<file path="src/rtl/req_ack_arbiter.sv">
// Round-robin arbiter that lends one shared req/ack resource to NUM_REQ requesters,
// with an acknowledge timeout and per-requester done/err completion pulses.
module req_ack_arbiter #(
  parameter  int NUM_REQ = 4,
  parameter  int TIMEOUT = 8,
  localparam int CNT_W   = $clog2(TIMEOUT + 1)
) (
  input  logic               clk,
  input  logic               reset_n,
  input  logic [NUM_REQ-1:0] req_in,
  input  logic               res_ack,
  output logic               res_req,
  output logic [NUM_REQ-1:0] grant,
  output logic [NUM_REQ-1:0] done,
  output logic [NUM_REQ-1:0] err,
  output logic               busy
);

  localparam int IDX_W = $clog2(NUM_REQ);

  typedef enum logic [1:0] {IDLE, REQ, RELEASE} state_t;

  state_t           state_reg;
  logic [CNT_W-1:0] cnt_reg;
  logic [IDX_W-1:0] ptr_reg;
  logic [IDX_W-1:0] sel_reg;
  logic [IDX_W-1:0] sel_next;
  logic [IDX_W-1:0] cand;

  // Walk downward so the last hit is the first set bit above the pointer.
  always_comb begin
    sel_next = ptr_reg;
    cand     = ptr_reg;
    for (int i = NUM_REQ; i >= 1; i--) begin
      cand = IDX_W'((32'(ptr_reg) + 32'(i)) % 32'(NUM_REQ));
      if (req_in[cand]) sel_next = cand;
    end
  end

  always_ff @(posedge clk or negedge reset_n) begin
    if (!reset_n) begin
      state_reg <= IDLE;
      cnt_reg   <= '0;
      ptr_reg   <= IDX_W'(NUM_REQ - 1);
      sel_reg   <= '0;
      res_req   <= 1'b0;
      grant     <= '0;
      done      <= '0;
      err       <= '0;
      busy      <= 1'b0;
    end else begin
      done <= '0;
      err  <= '0;
      case (state_reg)
        IDLE: begin
          if (|req_in) begin
            sel_reg   <= sel_next;
            grant     <= NUM_REQ'(1) << sel_next;
            res_req   <= 1'b1;
            cnt_reg   <= '0;
            busy      <= 1'b1;
            state_reg <= REQ;
          end
        end
        REQ: begin
          // An ack on the threshold cycle still counts as success.
          if (res_ack) begin
            res_req   <= 1'b0;
            done      <= grant;
            ptr_reg   <= sel_reg;
            state_reg <= RELEASE;
          end else if (cnt_reg == CNT_W'(TIMEOUT - 1)) begin
            res_req   <= 1'b0;
            err       <= grant;
            ptr_reg   <= sel_reg;
            state_reg <= RELEASE;
          end else begin
            cnt_reg <= cnt_reg + 1'b1;
          end
        end
        RELEASE: begin
          if (!res_ack) begin
            grant     <= '0;
            busy      <= 1'b0;
            state_reg <= IDLE;
          end
        end
        default: state_reg <= IDLE;
      endcase
    end
  end

endmodule

</file>
<file path="config.mk">
export PLATFORM = sky130hd
export DESIGN_NAME = req_ack_arbiter
export DESIGN_NICKNAME = d
export VERILOG_FILES = /design/src/rtl/req_ack_arbiter.sv
export SDC_FILE = /design/constraint.sdc
export NUM_CORES = 1
export LEC_CHECK = 0
export BUFFER_PORTS_ARGS = -buffer_cell sky130_fd_sc_hd__buf_2
export CAP_MARGIN = 40
export CORE_AREA = 2 2 45 47
export CTS_BUF_LIST = sky130_fd_sc_hd__clkbuf_4 sky130_fd_sc_hd__clkbuf_8
export CTS_CLUSTER_DIAMETER = 50
export DETAILED_ROUTE_END_ITERATION = 10
export DIE_AREA = 0 0 47 49
export PLACE_DENSITY = 0.83
export SYNTH_ARGS = -nofsm -noshare
export SYNTH_HDL_FRONTEND = slang
export SYNTH_SLANG_ARGS = --single-unit
</file>
<file path="constraint.sdc">
create_clock -name clk -period 3 [get_ports clk]
set_input_delay 0 -clock clk [delete_from_list [all_inputs] [get_ports clk]]
set_output_delay 0 -clock clk [all_outputs]
set_load 0.05 [all_outputs]
</file>
; Word-level counts from Yosys, hierarchy flattened
; Cells that the tools add are included.
[word_totals]
reg_bits = 24
inputBits = 7
output_inout_bits = 14
elab_cells = 75
[op_classes]
add_sub_neg = 5
magnitude_cmp = 4
n_eq_ne = 8
shifts = 1
mux = 36
n_reduce_logical = 12
[ops]
columns = cell, count
row1 = 4-bit 2-to-1 mux, 9
row2 = 2-bit 2-to-1 mux, 10
row3 = 4-bit one-hot mux with 2 select lines, 2
row4 = "2-bit by 3-bit < comparator with 1-bit output, second input constant", 4
row5 = 3-bit AND reduction, 3
row6 = 1-bit binary-select mux with 2-bit select, 4
row7 = 1-bit 2-to-1 mux, 8
row8 = "2-bit inequality test, second input constant", 4
row9 = 2-bit one-hot mux with 3 select lines, 1
row10 = 2-bit AND reduction, 3
row11 = 2-bit nonzero test, 3
row12 = "2-bit by 1-bit adder with 2-bit output, second input constant", 2
row13 = "2-bit adder, second input constant", 2
row14 = "4-bit by 1-bit adder with 4-bit output, second input constant", 1
row15 = "4-bit by 3-bit equality test with 1-bit output, second input constant", 1
row16 = 1-bit one-hot mux with 2 select lines, 2
row17 = 4-bit AND reduction, 1
row18 = 4-bit OR reduction, 1
row19 = "1-bit by 2-bit left shift with 4-bit output, first input constant", 1
row20 = "3-bit inequality test, second input constant", 1
row21 = "2-bit by 1-bit equality test with 1-bit output, second input constant", 1
row22 = "2-bit equality test, second input constant", 1
row23 = 2-bit logical NOT, 1

; Longest topological paths before layout
; Gate-level depths: netlist of the first run.
[logic_depth]
ltp_word = 10
mapped_depth = 5
depth_no_buf = 5

; Worst setup path after synthesis of the first run
; No wires, ideal clock.
[synth_timing]
path_kind = register -> register
startpoint = register cnt_reg[0]
endpoint = register cnt_reg[3]
setup_time_ns = 0.121
t_arrival_ns = 1.629
t_required_ns = 2.879
setup_slack_ns = 1.250
stages_incl_launch_ff = 6
n_path_buf = 0
period_less_slack_ns = 1.750
path_cell_list = dfrtp_1 -> ha_1 -> and3b_1 -> nor3_1 -> mux2_1 -> a22o_1
[synth_via]
elab_chain_cells = 4
elab_cells_between_ends = 7
classes_between = add/sub: 1 / eq/ne: 2 / mux: 3 / reduce/logical: 1
[synth_rtl]
columns = item, line
row1 = "start, declared", 24  ; logic [CNT_W-1:0] cnt_reg;
row2 = "start signal, assigned", 78  ; cnt_reg <= cnt_reg + 1'b1;
row3 = 4-bit by 1-bit adder with 4-bit output, 78
row4 = 4-bit 2-to-1 mux, 72  ; end else if (cnt_reg == CNT_W'(TIMEOUT - 1)) begin
row5 = 4-bit 2-to-1 mux, 67  ; if (res_ack) begin
row6 = 4-bit one-hot mux with 2 select lines, 54  ; case (state_reg)
; Several ways; a longest one is shown, not always the timed one. The select of a mux whose other input is x is not followed.
; A chain may end at the register's enable or synchronous reset.

; Final worst setup path of the first run
; Same ends and word-level chain as after synthesis.

==> results.sh, run 1 <==
export IMPL_root_buffer="clkbuf_4"
export IMPL_skew_ns=0.00429
export IMPL_dpl_worst_slack_ns=1.13
export IMPL_yosysSeqAreaShare=0.585
export IMPL_crit_arrival_ns=2.11
export IMPL_cts_htree_levels=1
export IMPL_busiest_layer="met2"
export IMPL_critPathLaunchType="flop"
export IMPL_syn_avg_cell_area_um2=11.3
export IMPL_dp_hpwl_um=1350
export IMPL_slew_headroom=0.641
export IMPL_wl_um=1860
export IMPL_synth_seq_cells=24
export IMPL_yosysWarnings=0
export IMPL_use_met1=0.271
export IMPL_p_per_area_mw_per_mm2=1020
export IMPL_dieArea_mm2=0.00230
export IMPL_max_stage_delay_ns=0.43
export IMPL_hp_class="input port to flop"
export IMPL_die_x_um=47
export IMPL_core_area_mm2=0.00184
export IMPL_outcome="finished clean"
export IMPL_tns_ns=0
export IMPL_critPathRequiredTime_ns=3.21
export IMPL_drtPass1Iterations=4
export IMPL_antenna_cells=0
export IMPL_clockBufferDepth=2
export IMPL_crit_buf_inv=0
export IMPL_path_delay_family="simple AND/OR/NAND/NOR gates"
export IMPL_final_common_cell="dfrtp_1"
export IMPL_met3_usage=0.0370
export IMPL_fin_nets=124
export IMPL_routedWlPerCell_um=13.1
export IMPL_drt_iter0_drc=14
export IMPL_synth_cell_area_mm2=0.00103
export IMPL_clock_sinks=24
export IMPL_grt_overflow=0
export IMPL_max_freq_mhz=526
export IMPL_vias_per_cell=5.36
export IMPL_rows=16
export IMPL_fin_ws_ns=1.10
export IMPL_grt_pass1_vias=701
export IMPL_fp_dieH_um=49
export IMPL_crit_path_end_kind="flop"
export IMPL_cts_resized=0
export IMPL_place_congestion=0.733
export IMPL_drv_slew=0
export IMPL_clkTransAtPathRegs_ns=0.12
export IMPL_vias=761
export IMPL_rsz0062_at_grt="no"
export IMPL_grt_use_met2=0.281
export IMPL_grt_antenna_before_repair=0
export IMPL_critical_path_class="flop to flop"
export IMPL_insertion_delay_ns=0.31
export IMPL_tightest_slew_ns=0.537
export IMPL_drive_gt1_frac=0.304
export IMPL_drc=0
export IMPL_synthCells=91
export IMPL_portBuffers=20
export IMPL_timing_final_hold_violations=0
export IMPL_drtAntennaViolNets=0
export IMPL_numCtsBuffers=3
export IMPL_cp_slowest_cell="dfrtp_1"
export IMPL_crit_chain="ha_1 -> and3b_1 -> nor3_1 -> mux2_1 -> a22o_1"
export IMPL_r2r_slack_ns=1.10
export IMPL_setup_violations_final=0
export IMPL_max_cap_violations=0
export IMPL_mostFrequentLayoutCells="22 x dfrtp_1, 20 x buf_2, 13 x nand2_1"
export IMPL_io_pins=21
export IMPL_vdd_ir_drop_max_uv=557
export IMPL_grt_usage=0.191
export IMPL_leakage_uw=0.000645
export IMPL_grt_pass1_wl_um=3210
export IMPL_period_needed_ns=1.90
export IMPL_cts_tree="yes"
export IMPL_cp_max_fo=7
export IMPL_synthDistinctLibCells=32
export IMPL_syn_num_nets=99
export IMPL_period_share=0.633
export IMPL_grt_max_degree=25
export IMPL_area_growth_pct=18.7
export IMPL_start_util=0.560
## metrics by stage
stage / cells / instance area (um^2) / util / total power, uW / hold slack, ns
3_5_place_dp: 137 / 1160 / 0.630 / 1030 / -0.00387
2_1_floorplan: 91 / 1030 / - / 899 / -0.296
3_3_place_gp: 137 / 1160 / 0.630 / 1000 / -0.0145
6_report: 142 / 1220 / 0.664 / 1250 / 0.0322
5_1_grt: 142 / 1220 / 0.664 / 1330 / 0.0251
4_1_cts: 142 / 1220 / 0.664 / 1260 / 0.0240
## worst paths after layout
check,end,from,cells after the start
min,done[2],res_ack,2
min in group asynchronous,err[0],reset_n,2
max,cnt_reg[3],cnt_reg[0],5
max reg2reg,cnt_reg[3],cnt_reg[0],5
min reg2reg,sel_reg[1],sel_reg[1],2
max in group asynchronous,ptr_reg[0],reset_n,2
## synthesized netlist by cell type (all sizes together)
cell,count,area [um^2]
nand2,14,55.1
mux2,4,48.8
a32o,1,11.3
dfstp,2,52.6
a22o,2,17.5
nand2b,3,18.8
nand3,2,10.0
inv,4,15.0
a31oi,1,6.26
mux2i,2,20.0
nor3,2,10.0
nor2b,1,6.26
a21o,1,8.76
ha,1,12.5
o211ai,3,27.5
a22oi,1,7.51
and3b,1,8.76
or4,1,11.3
and3,8,50.1
nand3b,2,15.0
nor3b,1,7.51
nor2,4,15.0
o21ai,5,25.0
o31ai,1,7.51
dfrtp,22,551
and2,1,8.76
clkbuf,1,3.75
## worst register-to-register path, stage by stage (launching register included)
cell     delay, ns
dfrtp_1       0.43
ha_1          0.23
and3b_1       0.24
nor3_1        0.32
mux2_1        0.36
a22o_1        0.22
## cells by family (layout without fill, tap and decap cells)
kind of cell,Yosys count,count (layout),synth area share
and+or+nand+nor,40,40,0.210
DFF,24,24,0.585
AOI/OAI and AO/OA,15,15,0.108
muxes,6,6,0.0667
buffers and inverters,5,29,0.0182
adders and majority gates,1,1,0.0121
## layout make-up
type                    instances  area, um^2
fillers                       155         618
flip-flops and latches         24         603
multi-input cells              62         409
repair buffers                 21         110
well taps                      27        33.8
clock inverters                 1        30.0
clock buffers                   3        22.5
inverters                       4        15.0
## where the power goes
part           switching (uW)  internal, uW  total [uW]
clock network            90.4           135         225
logic                     320           180         499
registers                91.1           431         522
## routing by layer
layer	up-vias	share of wire
met5	-	0
met4	0	0.022
met3	4	0.044
met2	25	0.47
met1	366	0.47
li1	366	-
## timing repair
| item | in CTS | in global routing |
|---|---|---|
| hold buffers | 1 | 0 |
| hold endpoints to repair | 24 | 0 |
| setup endpoints to repair | 0 | 0 |
| buffers inserted | 0 | 0 |
(Power assumes the default switching activity.)
==> run 2: changes to the inputs <==
ABC_AREA = 1   (was unset)
CORE_AREA = 2 2 51 53   (was 2 2 45 47)
DIE_AREA = 0 0 53 55   (was 0 0 47 49)
PLACE_DENSITY = 0.75   (was 0.83)
clock period = 1.6 ns   (was 3 ns; I/O delays follow)
==> run 2 against run 1 <==
  * The flow now finishes with violations (setup timing)
  * Sequential power grew 85%
  * Routed wire length grew 37%
  * Die area grew 27%
  * Global-route usage shrank 1.2 points
  * Critical path depth grew 7
  * Worst hold slack gained 0.16 ns
  * Utilization shrank 2.9 points
  * Synthesized cell count grew 60%
  * Largest power group is now combinational logic
  * Highest routed layer unchanged
==> results.sh, run 2 <==
export IMPL_cts_htree_levels=1
export IMPL_top_layer_used="met4"
export IMPL_num_fill_cells=199
export IMPL_tightest_slew_ns=0.516
export IMPL_rows=18
export IMPL_cts_tree="yes"
export IMPL_synth_area_leader_cell="dfrtp_1"
export IMPL_routed_wl_met3_um=99
export IMPL_setup_violations_final=2
export IMPL_portBuffers=20
export IMPL_wl_um=2540
export IMPL_synth_top_cell_area_share=0.475
export IMPL_syn_avg_cell_area_um2=7.94
export IMPL_antenna_cells=0
export IMPL_synth_ff_type="dfrtp_1"
export IMPL_slew_headroom=0.656
export IMPL_placedInstanceArea_mm2=0.00131
export IMPL_insertion_delay_ns=0.30
export IMPL_place_congestion=0.752
export IMPL_grt_pass1_vias=893
export IMPL_cp_max_fo=6
export IMPL_grt_usage=0.179
export IMPL_dp_hpwl_um=1750
export IMPL_dieArea_mm2=0.00292
export IMPL_vdd_ir_drop_max_uv=1210
export IMPL_max_freq_mhz=620
export IMPL_fin_ws_ns=-0.0120
export IMPL_mostFrequentLayoutCells="32 x nand2_1, 22 x dfrtp_1, 21 x nand2_2"
export IMPL_fin_nets=188
export IMPL_async_reset_ff_frac=1.00
export IMPL_violations="setup timing"
export IMPL_dp_cells=198
export IMPL_clockBufferDepth=2
export IMPL_syn_num_nets=154
export IMPL_wl_met1_um=1080
export IMPL_critPathLaunchType="flop"
export IMPL_drive_gt1_frac=0.391
export IMPL_tns_ns=-0.0124
export IMPL_vias_per_cell=4.94
export IMPL_area_growth_pct=29.4
export IMPL_synthCells=146
export IMPL_period_needed_ns=1.61
export IMPL_synthDistinctLibCells=22
export IMPL_clock_sinks=24
export IMPL_routedWlPerCell_um=12.2
export IMPL_critPathRequiredTime_ns=1.81
export IMPL_p_per_area_mw_per_mm2=2160
export IMPL_drc=0
export IMPL_grt_antenna_before_repair=0
export IMPL_leakage_uw=0.000828
export IMPL_skew_ns=0.00157
export IMPL_outcome="finished with violations"
export IMPL_start_util=0.490
export IMPL_hp_class="input port to asynchronous set/reset pin"
export IMPL_critical_path_class="flop to flop"
export IMPL_drv_slew=0
export IMPL_yosysWarnings=0
export IMPL_finalNonFillerCells=209
export IMPL_synthMostInstantiatedCell="nand2_1"
export IMPL_yosysSeqAreaShare=0.520
export IMPL_synth_cell_area_mm2=0.00116
export IMPL_drtPass1Iterations=4
export IMPL_crit_arrival_ns=1.82
export IMPL_clkTransAtPathRegs_ns=0.12
export IMPL_rsz0062_at_grt="yes"
export IMPL_timing_final_hold_violations=0
export IMPL_grt_pass1_wl_um=3750
export IMPL_synth_seq_cells=24
export IMPL_grt_overflow=0
export IMPL_die_x_um=53
export IMPL_numCtsBuffers=3
export IMPL_max_cap_violations=0
export IMPL_core_area_mm2=0.00236
export IMPL_crit_path_end_kind="flop"
export IMPL_drtAntennaViolNets=0
export IMPL_fp_dieH_um=55
export IMPL_met2_wirelength_um=1350
export IMPL_synth_edf_count=0
export IMPL_final_common_cell="nand2_1"
export IMPL_grt_max_degree=25
export IMPL_vias=1032
export IMPL_io_pins=21
export IMPL_drt_iter0_drc=12
export IMPL_root_buffer="clkbuf_4"
export IMPL_final_area_mm2=0.00150
export IMPL_period_share=1.01
export IMPL_synth_common_cells="52 x nand2_1, 22 x dfrtp_1, 16 x inv_1, 14 x nor2_1, 8 x nand3_1"
export IMPL_synth_area_leaders="dfrtp_1 47%, nand2_1 17%, inv_1 5.2%"
==> run 2: metrics by stage <==
stage / worst slack [ns] / power (uW) / util / hold slack, ns
finish: -0.0120 / 3240 / 0.635 / 0.192
global route: -0.105 / 3510 / 0.635 / 0.239
CTS: 0.0505 / 2880 / 0.578 / 0.193
detailed placement: 0.0806 / 2560 / 0.554 / 0.00787
global placement: 0.131 / 2490 / 0.554 / -0.00930
floorplan: 0.209 / 2200 / - / -0.296
==> run 2: layer usage <==
layer,track usage,up-vias
met5,0,-
met4,0.0385,0
met3,0.0511,2
met2,0.325,23
met1,0.212,496
li1,-,511
==> run 2: final cells by class <==
type	count	area [um^2]	share of cell area
clock buffers	4	36.3	0.0242
inverters	19	78.8	0.0525
multi-input cells	101	554	0.369
flip-flops and latches	24	603	0.402
well taps	30	37.5	0.0250
repair buffers	31	191	0.128
==> run 2: worst max-delay path, cell delays in order (launching register included) <==
cell and delay, ns:
dfstp_2 0.67, buf_6 0.16, nand2_4 0.06, nand3_4 0.07, nand2_1 0.06, inv_1 0.07
nand2_2 0.07, nand2_2 0.07, nand2_2 0.06, nand2_4 0.09, nor2_4 0.05, nand2_1 0.06
nand2_1 0.04
==> run 2: worst paths after layout <==
path                            slack, ns    endpoint  startpoint  depth (start not counted)
worst max-delay path                -0.01    grant[2]  ptr_reg[0]                         12
worst min-delay path                 0.19    grant[1]     reset_n                          2
worst max register to register      -0.01    grant[2]  ptr_reg[0]                         12
worst min register to register       0.48        busy        busy                          2
max in group asynchronous            1.05  ptr_reg[0]     reset_n                          2
min in group clk                     0.28        busy   req_in[0]                          6
==> run 2: timing repair <==
action / CTS / global route
hold endpoints to repair: 23 / 0
resized for setup: 0 / 32
endpoints found under the setup margin: 0 / 6
hold buffers: 2 / 0
setup buffers: 0 / 5
==> run 2: where the power goes <==
| group | internal (uW) | switching [uW] |
|---|---|---|
| Clock | 139 | 163 |
| Combinational | 668 | 1300 |
| Sequential | 814 | 154 |
| Total | 1620 | 1620 |
==> run 2: cells by family after synthesis <==
kind of cell    after synthesis  share of synthesized area
flops                        24                      0.520
buf+inv                      21                     0.0820
mux                           1                    0.00863
simple gates                 86                      0.319
fa+ha+maj                     1                     0.0108
compound gates               13                     0.0593
==> run 3: changes to the inputs <==
CORE_AREA = 2 2 54 56   (was 2 2 51 53)
DIE_AREA = 0 0 56 58   (was 0 0 53 55)
PLACE_DENSITY = 0.68   (was 0.75)
==> run 3 against run 2 <==
  * The flow now finishes without violations
  * Register-to-register slack improved by 0.02 ns
  * First-iteration DRC count increased to 2.5 times the previous value
  * Die area is 11% higher
  * Worst hold slack got worse by 0.0068 ns
  * Routed wire length shrank 6.3%
  * Sequential power is 3.4% lower
  * Setup slack better by 0.020 ns
  * Critical path type unchanged
  * Clock skew grew 0.00088 ns
  * Sequential share of layout area up 0.78 points
  * Critical path depth grew 1
  * Final area fell by 1.9%
  * Maximum frequency up 1.3%
==> results.sh, run 3 (synthesis results as in run 2) <==
export IMPL_max_freq_mhz=628
export IMPL_fp_dieH_um=58
export IMPL_drv_slew=0
export IMPL_vias=1033
export IMPL_outcome="finished clean"
export IMPL_met3_usage=0.0469
export IMPL_grt_usage=0.145
export IMPL_grt_overflow=0
export IMPL_vdd_ir_drop_max_uv=1150
export IMPL_root_buffer="clkbuf_4"
export IMPL_final_area_mm2=0.00147
export IMPL_fin_nets=188
export IMPL_worstRegToRegCells=13
export IMPL_intPower_uw=1570
export IMPL_cp_max_fo=8
export IMPL_rows=19
export IMPL_p_seq_frac=0.301
export IMPL_clock_sinks=24
export IMPL_switchingPower_uw=1540
export IMPL_crit_chain="buf_12 -> inv_8 -> nand2_1 -> nand2_2 -> nand2_1 -> nand2_1 -> nand2_2 -> nand2_1 -> nand2_1 -> nand2_2 -> nor2_4 -> nand2_1 -> nand2_1"
export IMPL_place_congestion=0.796
export IMPL_hp_class="input port to asynchronous set/reset pin"
export IMPL_p_clk_frac=0.091
export IMPL_period_share=0.995
export IMPL_num_fill_cells=257
export IMPL_drtPass1Iterations=6
export IMPL_swShare=0.495
export IMPL_numCtsBuffers=3
export IMPL_timing_final_hold_violations=0
export IMPL_drive_gt1_frac=0.352
export IMPL_wl_um=2380
export IMPL_grt_antenna_before_repair=0
export IMPL_dieArea_mm2=0.00325
export IMPL_grt_max_degree=25
export IMPL_area_growth_pct=27.0
export IMPL_clockBufferDepth=2
export IMPL_combPwrFrac=0.608
export IMPL_start_util=0.436
export IMPL_setup_violations_final=0
export IMPL_core_area_mm2=0.00266
export IMPL_routedWlPerCell_um=11.3
export IMPL_placedInstanceArea_mm2=0.00131
export IMPL_rsz0062_at_grt="yes"
export IMPL_insertion_delay_ns=0.31
export IMPL_drc=0
export IMPL_p_per_area_mw_per_mm2=2110
export IMPL_use_met1=0.189
export IMPL_busiest_layer="met2"
export IMPL_cp_num_cells=13
export IMPL_crit_buf_inv=2
export IMPL_cp_common_cell="nand2_1"
export IMPL_drt_iter0_drc=30
export IMPL_mostFrequentLayoutCells="40 x nand2_1, 22 x dfrtp_1, 20 x buf_2"
export IMPL_die_x_um=56
export IMPL_critPathRequiredTime_ns=1.86
export IMPL_leakage_uw=0.000817
export IMPL_crit_arrival_ns=1.85
export IMPL_cts_tree="yes"
export IMPL_period_needed_ns=1.59
export IMPL_vias_per_cell=4.92
export IMPL_grt_pass1_vias=868
export IMPL_final_util=0.553
export IMPL_drtAntennaViolNets=0
export IMPL_crit_path_end_kind="flop"
export IMPL_io_pins=21
export IMPL_skew_ns=0.00245
export IMPL_critPathLaunchType="flop"
export IMPL_final_common_cell="nand2_1"
export IMPL_antenna_cells=0
export IMPL_tightest_slew_ns=0.520
export IMPL_critical_path_class="flop to flop"
export IMPL_dp_hpwl_um=1680
export IMPL_cts_htree_levels=1
export IMPL_max_cap_violations=0
export IMPL_cp_slowest_cell="dfstp_2"
export IMPL_clkTransAtPathRegs_ns=0.12
export IMPL_max_stage_delay_ns=0.57
export IMPL_grt_use_met2=0.244
export IMPL_path_delay_family="simple AND/OR/NAND/NOR gates"
export IMPL_hold_ws_ns=0.185
export IMPL_portBuffers=20
export IMPL_grt_pass1_wl_um=3660
export IMPL_slew_headroom=0.653
## run 3: cell types whose count changed in the layout (fill, tap and decap cells not counted)
cell	before	now
clkbuf_8	1	0
inv_2	2	3
nand2_4	6	4
buf_6	1	0
nand2_2	21	15
clkbuf_4	3	4
buf_12	0	1
inv_1	16	15
clkbuf_2	0	1
nand2_1	32	40
buf_4	8	7
## run 3: repair_timing
action	4_1_cts	5_1_grt
endpoints found under the setup margin	0	6
setup buffers	0	5
endpoints found under the hold margin	23	0
hold buffers	2	0
resized for setup	0	20
## run 3: layout make-up
type,instances,area (um^2),area share
flip-flops and latches,24,603,0.410
repair buffers,31,198,0.134
multi-input cells,101,524,0.356
inverters,19,78.8,0.0535
clock buffers,4,30.0,0.0204
well taps,31,38.8,0.0263
## run 3: power groups by stage
stage / sequential (uW) / combinational (uW) / clock (uW)
3_5_place_dp: 986 / 1570 / 0
6_report: 935 / 1890 / 282
5_1_grt: 953 / 2090 / 319
2_1_floorplan: 1190 / 1020 / 0
3_3_place_gp: 975 / 1530 / 0
4_1_cts: 973 / 1580 / 291
## run 3: metal layers
| layer | vias up | share of wire |
|---|---|---|
| li1 | 515 | - |
| met1 | 503 | 0.44 |
| met2 | 15 | 0.52 |
| met3 | 0 | 0.039 |
| met4 | 0 | 0 |
| met5 | - | 0 |
## run 3: stage by stage
step | setup TNS, ns | instances | setup slack (ns) | total power [uW]
after global placement | 0 | 199 | 0.0991 | 2500
after global routing | -0.300 | 210 | -0.0891 | 3360
after detailed placement | 0 | 199 | 0.0842 | 2560
final | 0 | 210 | 0.00817 | 3110
after CTS | 0 | 205 | 0.0598 | 2850
after floorplan | 0 | 146 | 0.209 | 2200
## run 3: worst reg2reg max path: cells and delay by family, from the launching register on
family | cells | cell delay, ns
flip-flops | 1 | 0.57
AND/OR/NAND/NOR | 11 | 0.81
buffers and inverters | 2 | 0.17
## run 3: worst paths after layout
path,start,to,slack (ns)
max in group asynchronous,reset_n,ptr_reg[0],1.05
worst max register to register,ptr_reg[0],grant[0],0.008
worst min register to register,busy,busy,0.48
worst max-delay path,ptr_reg[0],grant[0],0.008
worst min-delay path,reset_n,grant[1],0.19
min in group clk,req_in[0],state_reg[0],0.24
